File: src/rtl/run_ctrl_if.sv
// run_ctrl_if -- signal bundle between the run/halt/step controller and the
// core/debugger side.
//   master : core controller + debugger + data memory (drives requests, hlt,
//            step count, debugger address and memory read data)
//   slave  : run_ctrl (drives core_en, halted, memory port select/address,
//            read ack/data and the retired-instruction count)
interface run_ctrl_if #(
  parameter int ADDR_W = 8,
  parameter int DATA_W = 32
);
  // requests / core status
  logic              hlt;
  logic              halt_req;
  logic              resume_req;
  logic              step_req;
  logic [7:0]        step_cnt;
  logic              dbg_rd_req;
  logic [ADDR_W-1:0] dbg_addr;
  logic [DATA_W-1:0] mem_rdata;
  // controller outputs
  logic              core_en;
  logic              halted;
  logic              mem_dbg_sel;
  logic [ADDR_W-3:0] mem_dbg_addr;
  logic              dbg_rd_ack;
  logic [DATA_W-1:0] dbg_rdata;
  logic [31:0]       instret;

  modport master (
    output hlt, halt_req, resume_req, step_req, step_cnt,
           dbg_rd_req, dbg_addr, mem_rdata,
    input  core_en, halted, mem_dbg_sel, mem_dbg_addr,
           dbg_rd_ack, dbg_rdata, instret
  );

  modport slave (
    input  hlt, halt_req, resume_req, step_req, step_cnt,
           dbg_rd_req, dbg_addr, mem_rdata,
    output core_en, halted, mem_dbg_sel, mem_dbg_addr,
           dbg_rd_ack, dbg_rdata, instret
  );
endinterface

File: src/rtl/run_ctrl.sv
// run_ctrl -- run/halt/step controller and data-memory debug-port arbiter for
// the single-cycle RV32I core.
//   clk  : system clock, rising edge
//   rst  : asynchronous active-low reset
//   bus  : run_ctrl_if.slave -- requests in; core_en, halted, debug memory
//          port select/address, read ack/data and instret out
// The core runs out of reset. While halted, the debugger can single-step
// N instructions, resume, or read one data-memory word through a one-cycle
// READ state that borrows the memory read port.
module run_ctrl #(
  parameter int ADDR_W = 8,
  parameter int DATA_W = 32
) (
  input logic       clk,
  input logic       rst,
  run_ctrl_if.slave bus
);

  typedef enum logic [1:0] {
    ST_RUN    = 2'd0,
    ST_STEP   = 2'd1,
    ST_HALTED = 2'd2,
    ST_READ   = 2'd3
  } state_e;

  state_e            r_state;
  state_e            w_state_nxt;
  logic              w_rd_accept;
  logic              w_step_accept;
  logic              w_core_en;
  logic              w_halted;
  logic              w_mem_dbg_sel;
  logic              w_stop;

  logic [31:0]       r_instret;
  logic [7:0]        r_remaining;
  logic [ADDR_W-3:0] r_addr_q;
  logic              r_ack;
  logic [DATA_W-1:0] r_rdata;

  // Only the word index of the debugger address is used.
  logic              w_unused_addr_lsb;
  assign w_unused_addr_lsb = &{1'b0, bus.dbg_addr[1:0]};

  // A halt decode or halt request stops the core in the same cycle.
  assign w_stop = bus.hlt | bus.halt_req;

  // State register.
  // NOTE: sequential state uses non-blocking assignments so every register
  // samples the pre-edge values of the others.
  always_ff @(posedge clk or negedge rst) begin
    if (!rst) r_state <= ST_RUN;
    else      r_state <= w_state_nxt;
  end

  // Next-state logic.
  // NOTE: every output of this block gets a default first, so no path leaves
  // a signal unassigned and no latch is inferred.
  always_comb begin
    w_state_nxt   = r_state;
    w_rd_accept   = 1'b0;
    w_step_accept = 1'b0;
    unique case (r_state)
      ST_RUN: begin
        if (w_stop) w_state_nxt = ST_HALTED;
      end
      ST_STEP: begin
        // Interrupted, or this is the last instruction of the burst.
        if (w_stop || r_remaining == 8'd1) w_state_nxt = ST_HALTED;
      end
      ST_HALTED: begin
        // The ack cycle is a dead cycle so a requester that drops its
        // request on ack is not served twice.
        if (!r_ack) begin
          if (bus.dbg_rd_req) begin
            w_state_nxt = ST_READ;
            w_rd_accept = 1'b1;
          end else if (bus.step_req && bus.step_cnt != 8'd0 && !bus.hlt) begin
            w_state_nxt   = ST_STEP;
            w_step_accept = 1'b1;
          end else if (bus.resume_req && !bus.hlt) begin
            w_state_nxt = ST_RUN;
          end
        end
      end
      ST_READ: begin
        w_state_nxt = ST_HALTED;
      end
      default: w_state_nxt = ST_RUN;
    endcase
  end

  // Output logic.
  always_comb begin
    w_core_en     = 1'b0;
    w_halted      = 1'b0;
    w_mem_dbg_sel = 1'b0;
    unique case (r_state)
      ST_RUN, ST_STEP: w_core_en     = !w_stop;
      ST_HALTED:       w_halted      = 1'b1;
      ST_READ: begin
        w_halted      = 1'b1;
        w_mem_dbg_sel = 1'b1;
      end
      default: ;
    endcase
  end

  // Counters, captured address and read-data registers.
  always_ff @(posedge clk or negedge rst) begin
    if (!rst) begin
      r_instret   <= '0;
      r_remaining <= '0;
      r_addr_q    <= '0;
      r_ack       <= 1'b0;
      r_rdata     <= '0;
    end else begin
      if (w_core_en) r_instret <= r_instret + 32'd1;

      if (w_step_accept)                       r_remaining <= bus.step_cnt;
      else if (r_state == ST_STEP && w_core_en) r_remaining <= r_remaining - 8'd1;

      if (w_rd_accept) r_addr_q <= bus.dbg_addr[ADDR_W-1:2];

      r_ack <= (r_state == ST_READ);
      if (r_state == ST_READ) r_rdata <= bus.mem_rdata;
    end
  end

  assign bus.core_en      = w_core_en;
  assign bus.halted       = w_halted;
  assign bus.mem_dbg_sel  = w_mem_dbg_sel;
  assign bus.mem_dbg_addr = r_addr_q;
  assign bus.dbg_rd_ack   = r_ack;
  assign bus.dbg_rdata    = r_rdata;
  assign bus.instret      = r_instret;

endmodule

File: src/flat_wrapper.sv
// flat-port wrapper written by rule: the top's interface ports become plain ports
module run_ctrl_flat 
#(
  parameter int ADDR_W = 8,
  parameter int DATA_W = 32
)
  (clk, rst, bus_hlt, bus_halt_req, bus_resume_req, bus_step_req, bus_step_cnt, bus_dbg_rd_req, bus_dbg_addr, bus_mem_rdata, bus_core_en, bus_halted, bus_mem_dbg_sel, bus_mem_dbg_addr, bus_dbg_rd_ack, bus_dbg_rdata, bus_instret);
  run_ctrl_if #(.ADDR_W(ADDR_W), .DATA_W(DATA_W)) bus_i ();
  input logic clk;
  input logic rst;
  input wire logic [$bits(bus_i.hlt)-1:0] bus_hlt;
  input wire logic [$bits(bus_i.halt_req)-1:0] bus_halt_req;
  input wire logic [$bits(bus_i.resume_req)-1:0] bus_resume_req;
  input wire logic [$bits(bus_i.step_req)-1:0] bus_step_req;
  input wire logic [$bits(bus_i.step_cnt)-1:0] bus_step_cnt;
  input wire logic [$bits(bus_i.dbg_rd_req)-1:0] bus_dbg_rd_req;
  input wire logic [$bits(bus_i.dbg_addr)-1:0] bus_dbg_addr;
  input wire logic [$bits(bus_i.mem_rdata)-1:0] bus_mem_rdata;
  output wire logic [$bits(bus_i.core_en)-1:0] bus_core_en;
  output wire logic [$bits(bus_i.halted)-1:0] bus_halted;
  output wire logic [$bits(bus_i.mem_dbg_sel)-1:0] bus_mem_dbg_sel;
  output wire logic [$bits(bus_i.mem_dbg_addr)-1:0] bus_mem_dbg_addr;
  output wire logic [$bits(bus_i.dbg_rd_ack)-1:0] bus_dbg_rd_ack;
  output wire logic [$bits(bus_i.dbg_rdata)-1:0] bus_dbg_rdata;
  output wire logic [$bits(bus_i.instret)-1:0] bus_instret;
  assign bus_i.hlt = bus_hlt;
  assign bus_i.halt_req = bus_halt_req;
  assign bus_i.resume_req = bus_resume_req;
  assign bus_i.step_req = bus_step_req;
  assign bus_i.step_cnt = bus_step_cnt;
  assign bus_i.dbg_rd_req = bus_dbg_rd_req;
  assign bus_i.dbg_addr = bus_dbg_addr;
  assign bus_i.mem_rdata = bus_mem_rdata;
  assign bus_core_en = bus_i.core_en;
  assign bus_halted = bus_i.halted;
  assign bus_mem_dbg_sel = bus_i.mem_dbg_sel;
  assign bus_mem_dbg_addr = bus_i.mem_dbg_addr;
  assign bus_dbg_rd_ack = bus_i.dbg_rd_ack;
  assign bus_dbg_rdata = bus_i.dbg_rdata;
  assign bus_instret = bus_i.instret;
  run_ctrl #(.ADDR_W(ADDR_W), .DATA_W(DATA_W)) u_core (.clk(clk), .rst(rst), .bus(bus_i));
endmodule
File: config.mk
export PLATFORM = sky130hd
export DESIGN_NAME = run_ctrl_flat
export DESIGN_NICKNAME = d
export VERILOG_FILES = /design/src/rtl/run_ctrl_if.sv /design/src/rtl/run_ctrl.sv /design/src/flat_wrapper.sv
export SDC_FILE = /design/constraint.sdc
export NUM_CORES = 1
export LEC_CHECK = 0
export CORE_MARGIN = 10
export CORE_UTILIZATION = 44
export DETAILED_ROUTE_END_ITERATION = 6
export GPL_TIMING_DRIVEN = 0
export PLACE_DENSITY = 0.79
export SLEW_MARGIN = 20
export SYNTH_ARGS = -nofsm -noshare
export SYNTH_HDL_FRONTEND = slang
export SYNTH_SLANG_ARGS = --single-unit
File: constraint.sdc
create_clock -name clk -period 2.55 [get_ports clk]
set_input_delay 0.51 -clock clk [delete_from_list [all_inputs] [get_ports clk]]
set_output_delay 0.51 -clock clk [all_outputs]
set_load 0.03 [all_outputs]
==> out/metrics.yaml, run 1 <==
final_layout:
  layout_common_cells: "clkdlybuf4s50_1, dfrtp_1, mux2_2"
  post-route-util: 0.664
  num_antenna_cells: 0
  synthToLayoutAreaGrowth_pct: 47.1
  nets: 491
  final_common_cell: "clkdlybuf4s50_1"
  drive_above_1_share: 0.155
  fill_cells: 587
  layout.cells.non_filler: 540
synthesis:
  ys_ff_latch: 81
  yosysSeqAreaShare: 0.581
  yosysUniqueCellTypes: 36
  synth_top_area_cell: "dfrtp_1"
  postSynthCellCount: 296
  ys_top_cells_by_area: "dfrtp_1, mux2_2, xnor2_1, nand2_1, xor2_1"
  ys_warn_count: 0
  syn-cell-area_um2: 3490
  syn-num-nets: 354
  avgSynthCellArea_um2: 11.8
  yosysTopAreaCellShare: 0.581
power_and_ir_drop:
  power_frac_clock: 0.184
  p_int_mw: 3.38
  total_power_mw: 5.41
  leakagePower_nw: 2.16
  ir_drop_uv: 744
  combPwrFrac: 0.451
  switching_share: 0.375
  pwr_density_cell_nw_per_um2: 1050
  switchingPower_mw: 2.03
  pwr-share-seq: 0.365
clocking:
  clkLatencyLatePin_ns: 0.33
  clk_pin_slew_ns: 0.08
  root_buffer: "clkbuf_8"
  cts_tree: "done"
  cts_buffer_depth: 2
  numCtsBuffers: 9
  clock-sinks: 81
  h-tree-depth: 3
critical_path:
  critPathMaxFanout: 7
  worst-r2r-setup-slack_ns: 0.22
  critPathSlowestCell: "or4_4"
  cp.required_ns: 2.81
  critPathKind: "input port to register"
  path_delay_family: "simple AND/OR/NAND/NOR gates"
  start_kind: "input port"
  max_stage_delay_ns: 0.47
  cpMostUsedCell: "or3_1"
  worst-path-buf-inv: 3
  cp.arrival_ns: 2.73
  cp-end-kind: "register"
  cp_cell_sequence: "clkdlybuf4s50_1 > or3_1 > buf_2 > or3_1 > buf_4 > or4_4 > nor3_2 > xnor2_1"
sta:
  maxSlewViolCount: 0
  clock.fmax_ghz: 0.405
  skew_ns: 0.00858
  slew_headroom: 0.509
  hold_viol_final: 0
  fin_crit_ns: 2.47
  worst_pin_slew_ns: 0.730
  rsz0062_at_grt: "false"
  layout_setup_ws_ns: 0.0817
  finalSetupViolCount: 0
  period_share: 0.968
detailed_routing:
  drtIter0Drc: 51
  routed_wl_mm: 9.12
  post-route-drc-count: 0
  wire_per_inst_um: 16.9
  vias: 2724
  ant_nets: 0
  firstDrtPassIters: 5
  vias_per_cell: 5.04
min_path:
  hp-class: "input port to async pin"
floorplanning:
  die_w_um: 109
  fp-row-count: 32
  coreArea_um2: 7730
  io_pins: 129
  die_area_um2: 11900
  start_util: 0.451
  die_y_um: 109
placed_design:
  place_hpwl_mm: 7.18
  post-place-ws_ns: -0.642
  port_buffers: 126
  gp_congestion: 0.804
  place_inst: 525
flow_run:
  maxCapViolCount: 0
grt:
  grt_pass1_vias: 2870
  grt.total_usage: 0.151
  grt_max_degree: 47
  grt_pass1_wl_mm: 14.3
  overflow: 0
  antenna_found_initial: 0
status:
  outcome: "finished clean"
[registers in the layout, summed over array words and instances, names as in the netlist]
signal	flops
u_core.bus.instret	32
u_core.r_remaining	8
u_core.r_state	2
u_core.bus.dbg_rd_ack	1
u_core.bus.dbg_rdata	32
u_core.bus.mem_dbg_addr	6
[power by group through the flow]
stage,Sequential [mW],Clock [mW],Combinational [mW]
6_report,1.97,0.993,2.44
5_1_grt,2.03,1.08,2.57
4_1_cts,1.98,1.01,2.47
3_5_place_dp,1.99,0,2.46
3_3_place_gp,1.97,0,2.42
2_1_floorplan,2.64,0,0.723
[final timing paths]
check                                                         from  cells past startpoint                                   end
min in group clk                u_core.bus.instret[16]$_DFFE_PN0P_                      1    u_core.bus.instret[16]$_DFFE_PN0P_
worst min register to register  u_core.bus.instret[16]$_DFFE_PN0P_                      1    u_core.bus.instret[16]$_DFFE_PN0P_
worst max-delay path                                       bus_hlt                      8    u_core.bus.instret[25]$_DFFE_PN0P_
max in group asynchronous                                      rst                      2  u_core.bus.dbg_rdata[28]$_DFFE_PN0P_
worst max register to register       u_core.r_state[0]$_DFFE_PN0P_                      5     u_core.r_remaining[6]$_DFFE_PN0P_
worst min-delay path                                           rst                      1    u_core.bus.instret[11]$_DFFE_PN0P_
[metal layers]
metal	part of all wire	global-route usage	wire, µm	up-vias
li1	-	-	-	1286
met1	0.37	0.165	3410	1324
met2	0.50	0.254	4540	101
met3	0.11	0.0690	1000	13
met4	0.018	0.0537	163	0
met5	0	0	0	-
[worst register-to-register path: stages (launching register included)]
cell and delay (ns):
dfrtp_1 0.46, or4b_2 0.76, a211oi_4 0.40, a21oi_1 0.23, o21ai_0 0.20, o311ai_0 0.15
[timing repair]
action | in CTS | in global routing
resized for setup | 6 | 9
pin swaps | 0 | 0
endpoints found under the setup margin | 3 | 2
cloned | 0 | 0
setup buffers | 0 | 0
hold buffers | 0 | 0
[per-stage QoR]
stage                     cell area [µm²]  hold slack, ns  TNS, ns
after global placement               4870           0.485  -158.69
after CTS                            5120           0.138  -0.0588
after floorplan                      3490           0.214        0
after global routing                 5130           0.142        0
after detailed placement             4900           0.488    -4.18
final                                5130           0.125        0
[synth_stat cells]
| master | instances |
|---|---|
| nand2b_1 | 1 |
| nor2_1 | 21 |
| or3_1 | 3 |
| a31oi_1 | 1 |
| o22ai_1 | 1 |
| nand2_1 | 28 |
| nor3_2 | 1 |
| nor4_1 | 5 |
| or2_2 | 3 |
| a221o_1 | 1 |
| or4_1 | 2 |
| o311ai_0 | 1 |
| nor3b_1 | 2 |
| and3_1 | 3 |
| a22oi_1 | 2 |
| buf_2 | 2 |
| ha_1 | 3 |
| buf_1 | 3 |
| and2_1 | 1 |
| a211oi_2 | 1 |
| or4b_2 | 1 |
| nor3_1 | 9 |
| or4_4 | 1 |
| xor2_1 | 11 |
| nand4b_1 | 1 |
| nand3_1 | 5 |
| a41oi_1 | 1 |
| nand4_1 | 9 |
| clkbuf_1 | 6 |
| mux2_2 | 38 |
| o21ai_0 | 7 |
| a21oi_1 | 8 |
| xnor2_1 | 20 |
| inv_1 | 12 |
| dfrtp_1 | 81 |
| o21ba_2 | 1 |
[final cells by class]
cell class	count	area [µm²]	area share
sequential	81	2030	0.395
clock inverter	5	80.1	0.0156
tap	102	128	0.0249
timing repair buffer	127	1280	0.250
buffer	10	46.3	0.00903
multi-input combinational	192	1390	0.271
clock buffer	11	131	0.0256
inverter	12	45.0	0.00878
[logic make-up (layout without fill, tap and decap cells)]
family,Yosys count,in the layout,share of synthesized area
mux,38,38,0.123
buf+inv,23,165,0.0255
xor+xnor,31,31,0.0779
compound gates,24,24,0.0438
fa+ha+maj,3,3,0.0108
flops,81,81,0.581
simple gates,96,96,0.138
Note: power is estimated with default switching activity, not from simulation.
==> inputs of run 2 (changes only) <==
- CELL_PAD_IN_SITES_DETAIL_PLACEMENT: not set -> 1
- CELL_PAD_IN_SITES_GLOBAL_PLACEMENT: not set -> 1
- CORE_UTILIZATION: 44 -> 34
- PLACE_DENSITY: 0.79 -> not set
- PLACE_DENSITY_LB_ADDON: not set -> 0.1
==> run 2 against run 1 <==
Against the previous run: combinational power grew 2%; count of clock-buffer cells in the layout decreased by 1; sequential power about the same; via count grew 0.92%; critical path type unchanged; critical endpoint unchanged; largest cell class unchanged.
==> out/metrics.yaml, run 2 (synthesis results as in run 1) <==
status:
  outcome: "finished clean"
final_layout:
  num_antenna_cells: 0
  layout.cells.non_filler: 576
  synthToLayoutAreaGrowth_pct: 48.8
  drive_above_1_share: 0.176
  nets: 496
  layout_common_cells: "clkdlybuf4s50_1, dfrtp_1, mux2_2"
  post-route-util: 0.526
  final_common_cell: "clkdlybuf4s50_1"
clocking:
  clkLatencyLatePin_ns: 0.34
  cts_tree: "done"
  clock-sinks: 81
  root_buffer: "clkbuf_8"
  clk_pin_slew_ns: 0.09
  cts_buffer_depth: 2
  numCtsBuffers: 9
  h-tree-depth: 3
placed_design:
  post-place-ws_ns: -0.623
  place_hpwl_mm: 8.05
  port_buffers: 126
  gp_congestion: 0.727
  place_inst: 556
detailed_routing:
  post-route-drc-count: 0
  vias: 2749
  wire_per_inst_um: 17.7
  ant_nets: 0
  vias_per_cell: 4.77
  drtIter0Drc: 99
  firstDrtPassIters: 4
  routed_wl_mm: 10.2
grt:
  antenna_found_initial: 0
  grt_pass1_wl_mm: 16.0
  grt_max_degree: 46
  grt.total_usage: 0.136
  overflow: 0
  grt_pass1_vias: 3073
sta:
  finalSetupViolCount: 0
  slew_headroom: 0.545
  layout_setup_ws_ns: 0.0886
  skew_ns: 0.00782
  maxSlewViolCount: 0
  hold_viol_final: 0
  whs_ns: 0.134
  clock.fmax_ghz: 0.406
  fin_crit_ns: 2.46
  worst_pin_slew_ns: 0.676
  rsz0062_at_grt: "true"
  period_share: 0.965
floorplanning:
  die_w_um: 121
  coreArea_um2: 9860
  fp-row-count: 36
  die_y_um: 121
  io_pins: 129
  die_area_um2: 14700
  start_util: 0.353
power_and_ir_drop:
  pwr_density_cell_nw_per_um2: 1020
  ir_drop_uv: 534
  total_power_mw: 5.31
  leakagePower_nw: 2.19
critical_path:
  cp_cell_sequence: "clkdlybuf4s50_1 > or3_1 > buf_2 > or3_1 > buf_2 > or4_4 > nor3_2 > xnor2_1"
  critPathKind: "input port to register"
  cp.required_ns: 2.82
  critPathSlowestCell: "or4_4"
  max_stage_delay_ns: 0.47
  critPathMaxFanout: 7
  cp.arrival_ns: 2.73
  start_kind: "input port"
  cp-end-kind: "register"
min_path:
  hp-class: "input port to async pin"
flow_run:
  maxCapViolCount: 0
-- run 2: cell count changes in the layout (fill, tap and decap cells not counted), sizes merged --
cell	before	now
inv	12	13
clkinv	1	3
dlymetal6s2s	0	1
buf	6	11
bufinv	2	0
clkbuf	18	17
clkdlybuf4s50	124	123
-- run 2: what timing repair did --
action                     4_1_cts  5_1_grt
hold buffers                     0        0
gates resized for setup          8        8
setup endpoints to repair        7        9
pin swaps                        0        1
buffers inserted                 0        5
-- run 2: report_power, final --
part	internal (mW)	leakage, nW	switching, mW
clock	0.382	0.0887	0.485
combinational	1.13	1.10	1.34
sequential	1.70	0.999	0.266
total	3.22	2.19	2.10
-- run 2: cell type report --
cell class              instances  area [µm²]
well taps                     133         166
plain buffers                  10        43.8
fillers                      1068        4680
inverters                      12        45.0
clock inverters                 6        42.5
repair buffers                132        1320
flip-flops and latches         81        2030
clock buffers                  10         138
multi-input cells             192        1400
-- run 2: through the flow --
step / TNS, ns / instance area, µm²
2_1_floorplan: 0 / 3490
5_1_grt: -0.0193 / 5190
3_5_place_dp: -5.15 / 4940
3_3_place_gp: -183.61 / 4910
4_1_cts: 0 / 5120
6_report: 0 / 5190
-- run 2: final timing paths --
kind	from	endpoint	slack, ns	cells past startpoint
min in group clk	u_core.bus.instret[31]$_DFFE_PN0P_	u_core.bus.instret[31]$_DFFE_PN0P_	0.49	1
worst min-delay path	rst	u_core.bus.instret[8]$_DFFE_PN0P_	0.13	1
max in group asynchronous	rst	u_core.bus.dbg_rdata[25]$_DFFE_PN0P_	1.82	2
worst max-delay path	bus_hlt	u_core.bus.instret[25]$_DFFE_PN0P_	0.09	8
worst max register to register	u_core.r_state[1]$_DFFE_PN0P_	u_core.bus.instret[25]$_DFFE_PN0P_	0.22	7
worst min register to register	u_core.bus.instret[31]$_DFFE_PN0P_	u_core.bus.instret[31]$_DFFE_PN0P_	0.49	1
-- run 2: layer usage --
metal | GRT usage | vias to the layer above | wire length, µm
li1 | - | 1298 | -
met1 | 0.138 | 1366 | 3710
met2 | 0.234 | 75 | 5220
met3 | 0.0786 | 10 | 1160
met4 | 0.0387 | 0 | 124
met5 | 0 | - | 0
-- run 2: critical path, delay by kind of cell --
kind | cells | cell delay, ns
and+or+nand+nor | 4 | 1.32
buffers and inverters | 3 | 0.77
xor gates and xnor gates | 1 | 0.13
==> inputs of run 3 (changes only) <==
- ABC_AREA: not set -> 1
- CORE_UTILIZATION: 34 -> 45
- DONT_BUFFER_PORTS: not set -> 1
==> run 3 against run 2 <==
Against the previous run: sequential share of layout area up 5.8 points; synthesized area up 20%; utilization down 3.2 points; count of clock-buffer cells in the layout up 1; register-to-register slack better by 0.44 ns; total power down 10%.
==> out/metrics.yaml, run 3 <==
status:
  outcome: "finished clean"
synthesis:
  ys_top_cells_by_area: "dfrtp_1, nand2_1, nor2_1, nand3_1, xor2_1"
  ys_warn_count: 0
  synth_top_area_cell: "dfrtp_1"
  async_flop_share: 1.00
  postSynthCellCount: 531
  synth-main-ff-cell: "dfrtp_1"
  yosysTopAreaCellShare: 0.486
  yosysSeqAreaShare: 0.486
  synthSimpleGateAreaFrac: 0.393
  synth-xor-area-share: 0.0459
  synth_compound_area_frac: 0.0126
  synthMuxAreaShare: 0.0162
  synth_top_family_by_area: "simple AND/OR/NAND/NOR gates"
  syn-num-nets: 589
  netlist_top_cells_count: "nand2_1, dfrtp_1, nor2_1"
  synth_adder_area_share: 0.00900
  synth.most_common_cell: "nand2_1"
  syn-cell-area_um2: 4170
  yosysUniqueCellTypes: 32
  avgSynthCellArea_um2: 7.86
  synth_edf_count: 0
  ys_ff_latch: 81
sta:
  clock.fmax_ghz: 0.494
  fin_setup_tns_ns: 0
  maxSlewViolCount: 0
  rsz0062_at_grt: "false"
  finalSetupViolCount: 0
  worst_pin_slew_ns: 0.550
  whs_ns: 0.0189
  fin_crit_ns: 2.02
  slew_headroom: 0.633
  skew_ns: 0.00752
  hold_viol_final: 0
  period_share: 0.793
detailed_routing:
  post-route-drc-count: 0
  drtIter0Drc: 125
  firstDrtPassIters: 4
  routed_wl_mm: 11.5
  vias: 3403
  wire_per_inst_um: 17.5
  ant_nets: 0
  vias_per_cell: 5.16
grt:
  grt.total_usage: 0.182
  top_usage_layer: "met2"
  grt_max_degree: 82
  grt.met2_usage: 0.295
  grt_pass1_wl_mm: 19.5
  use_met3: 0.0770
  gr-usage-met1: 0.214
  overflow: 0
  antenna_found_initial: 0
  grt_pass1_vias: 3752
critical_path:
  critPathSlowestCell: "dfrtp_1"
  cp-end-kind: "output port"
  cp.arrival_ns: 1.51
  cp.required_ns: 2.04
  start_kind: "register"
  worst-r2r-setup-slack_ns: 0.66
  cp_cell_sequence: "nand2_1 > inv_2 > buf_2"
  max_stage_delay_ns: 0.47
  path_delay_family: "buffers and inverters"
  critPathKind: "register to output port"
  rr_worst_depth: 8
  timing.rr.start: "u_core.bus.instret[1]$_DFFE_PN0P_"
  worst-path-buf-inv: 2
  critPathMaxFanout: 11
  r2r-end: "u_core.bus.instret[18]$_DFFE_PN0P_"
clocking:
  cts_resized: 0
  cts_tree: "done"
  clkLatencyLatePin_ns: 0.36
  post-cts-setup-buffers: 0
  cts_buffer_depth: 2
  clk_pin_slew_ns: 0.09
  cts.hold.buffers_added: 1
  numCtsBuffers: 9
  h-tree-depth: 3
  clock-sinks: 81
  root_buffer: "clkbuf_8"
final_layout:
  final_cell_area_um2: 4520
  drive_above_1_share: 0.113
  layout_common_cells: "nand2_1, dfrtp_1, nor2_1"
  nets: 601
  final_common_cell: "nand2_1"
  fill_cells: 1148
  num_antenna_cells: 0
  post-route-util: 0.494
  synthToLayoutAreaGrowth_pct: 8.34
min_path:
  hp-class: "input port to async pin"
floorplanning:
  die_w_um: 116
  start_util: 0.456
  die_area_um2: 13500
  die_y_um: 116
  io_pins: 129
  coreArea_um2: 9150
  fp-row-count: 35
power_and_ir_drop:
  pwr_density_cell_nw_per_um2: 1050
  ir_drop_uv: 590
  leakagePower_nw: 2.18
placed_design:
  gp_congestion: 0.776
  port_buffers: 0
  place_hpwl_mm: 8.94
  placed_cell_area_um2: 4310
flow_run:
  maxCapViolCount: 0
-- run 3: changes by cell type after synthesis, moves of 11 or more --
| cell | delta |
|---|---|
| xnor2_1 | -16 |
| nor2_1 | +46 |
| nand2_1 | +201 |
| mux2_2 | -32 |
| nand3_1 | +29 |
| nor2_4 | +11 |
| inv_1 | +17 |
-- run 3: how the worst max path moves through the flow --
stage	from	end	slack (ns)	depth (start not counted)
6_report	u_core.r_state[0]$_DFFE_PN0P_	bus_mem_dbg_sel	0.53	3
5_1_grt	u_core.r_state[0]$_DFFE_PN0P_	bus_mem_dbg_sel	0.38	3
4_1_cts	u_core.r_state[0]$_DFFE_PN0P_	bus_mem_dbg_sel	0.48	3
3_5_place_dp	u_core.bus.instret[1]$_DFFE_PN0P_	u_core.bus.instret[14]$_DFFE_PN0P_	0.67	7
3_3_place_gp	u_core.bus.instret[1]$_DFFE_PN0P_	u_core.bus.instret[14]$_DFFE_PN0P_	0.70	7
2_1_floorplan	u_core.bus.instret[1]$_DFFE_PN0P_	u_core.bus.instret[14]$_DFFE_PN0P_	0.91	7
-- run 3: kinds of logic (layout without fill, tap and decap cells) --
family          count (synthesis)  in the layout
mux                             6              6
simple gates                  372            372
xor+xnor                       21             21
fa+ha+maj                       3              3
compound gates                  8              8
flops                          81             81
buf+inv                        40             57
-- run 3: worst reg2reg max path, cell delays in order, from the launching register on --
cell,delay [ns]
dfrtp_1,0.64
ha_1,0.31
nand3_2,0.13
nor2_4,0.21
nand2_4,0.11
nor2_4,0.16
nand3_1,0.10
nand2_1,0.07
nand2_1,0.06
-- run 3: cell type report --
type / instances / area [µm²] / area share
Timing Repair Buffer: 1 / 27.5 / 0.00609
Buffer: 8 / 35.0 / 0.00775
Clock inverter: 5 / 40.0 / 0.00886
Sequential cell: 81 / 2030 / 0.449
Inverter: 32 / 123 / 0.0271
Clock buffer: 11 / 141 / 0.0313
Tap cell: 111 / 139 / 0.0307
Multi-Input combinational cell: 410 / 1990 / 0.440
-- run 3: per-stage QoR --
| step | std cells | worst slack (ns) | power, mW |
|---|---|---|---|
| 3_3_place_gp | 642 | 0.696 | 3.84 |
| 6_report | 659 | 0.527 | 4.77 |
| 3_5_place_dp | 642 | 0.673 | 3.93 |
| 2_1_floorplan | 531 | 0.906 | 3.56 |
| 5_1_grt | 659 | 0.383 | 5.16 |
| 4_1_cts | 659 | 0.476 | 4.85 |
-- run 3: where the power goes --
| part | internal [mW] | switching [mW] |
|---|---|---|
| Combinational | 0.422 | 0.715 |
| Sequential | 1.68 | 1.08 |
| Clock | 0.385 | 0.479 |
| Total | 2.49 | 2.27 |
-- run 3: metal layers --
| metal | part of all wire | vias to the layer above |
|---|---|---|
| met5 | 0 | - |
| met1 | 0.41 | 1640 |
| met2 | 0.48 | 82 |
| met3 | 0.097 | 9 |
| met4 | 0.0095 | 0 |
| li1 | - | 1672 |
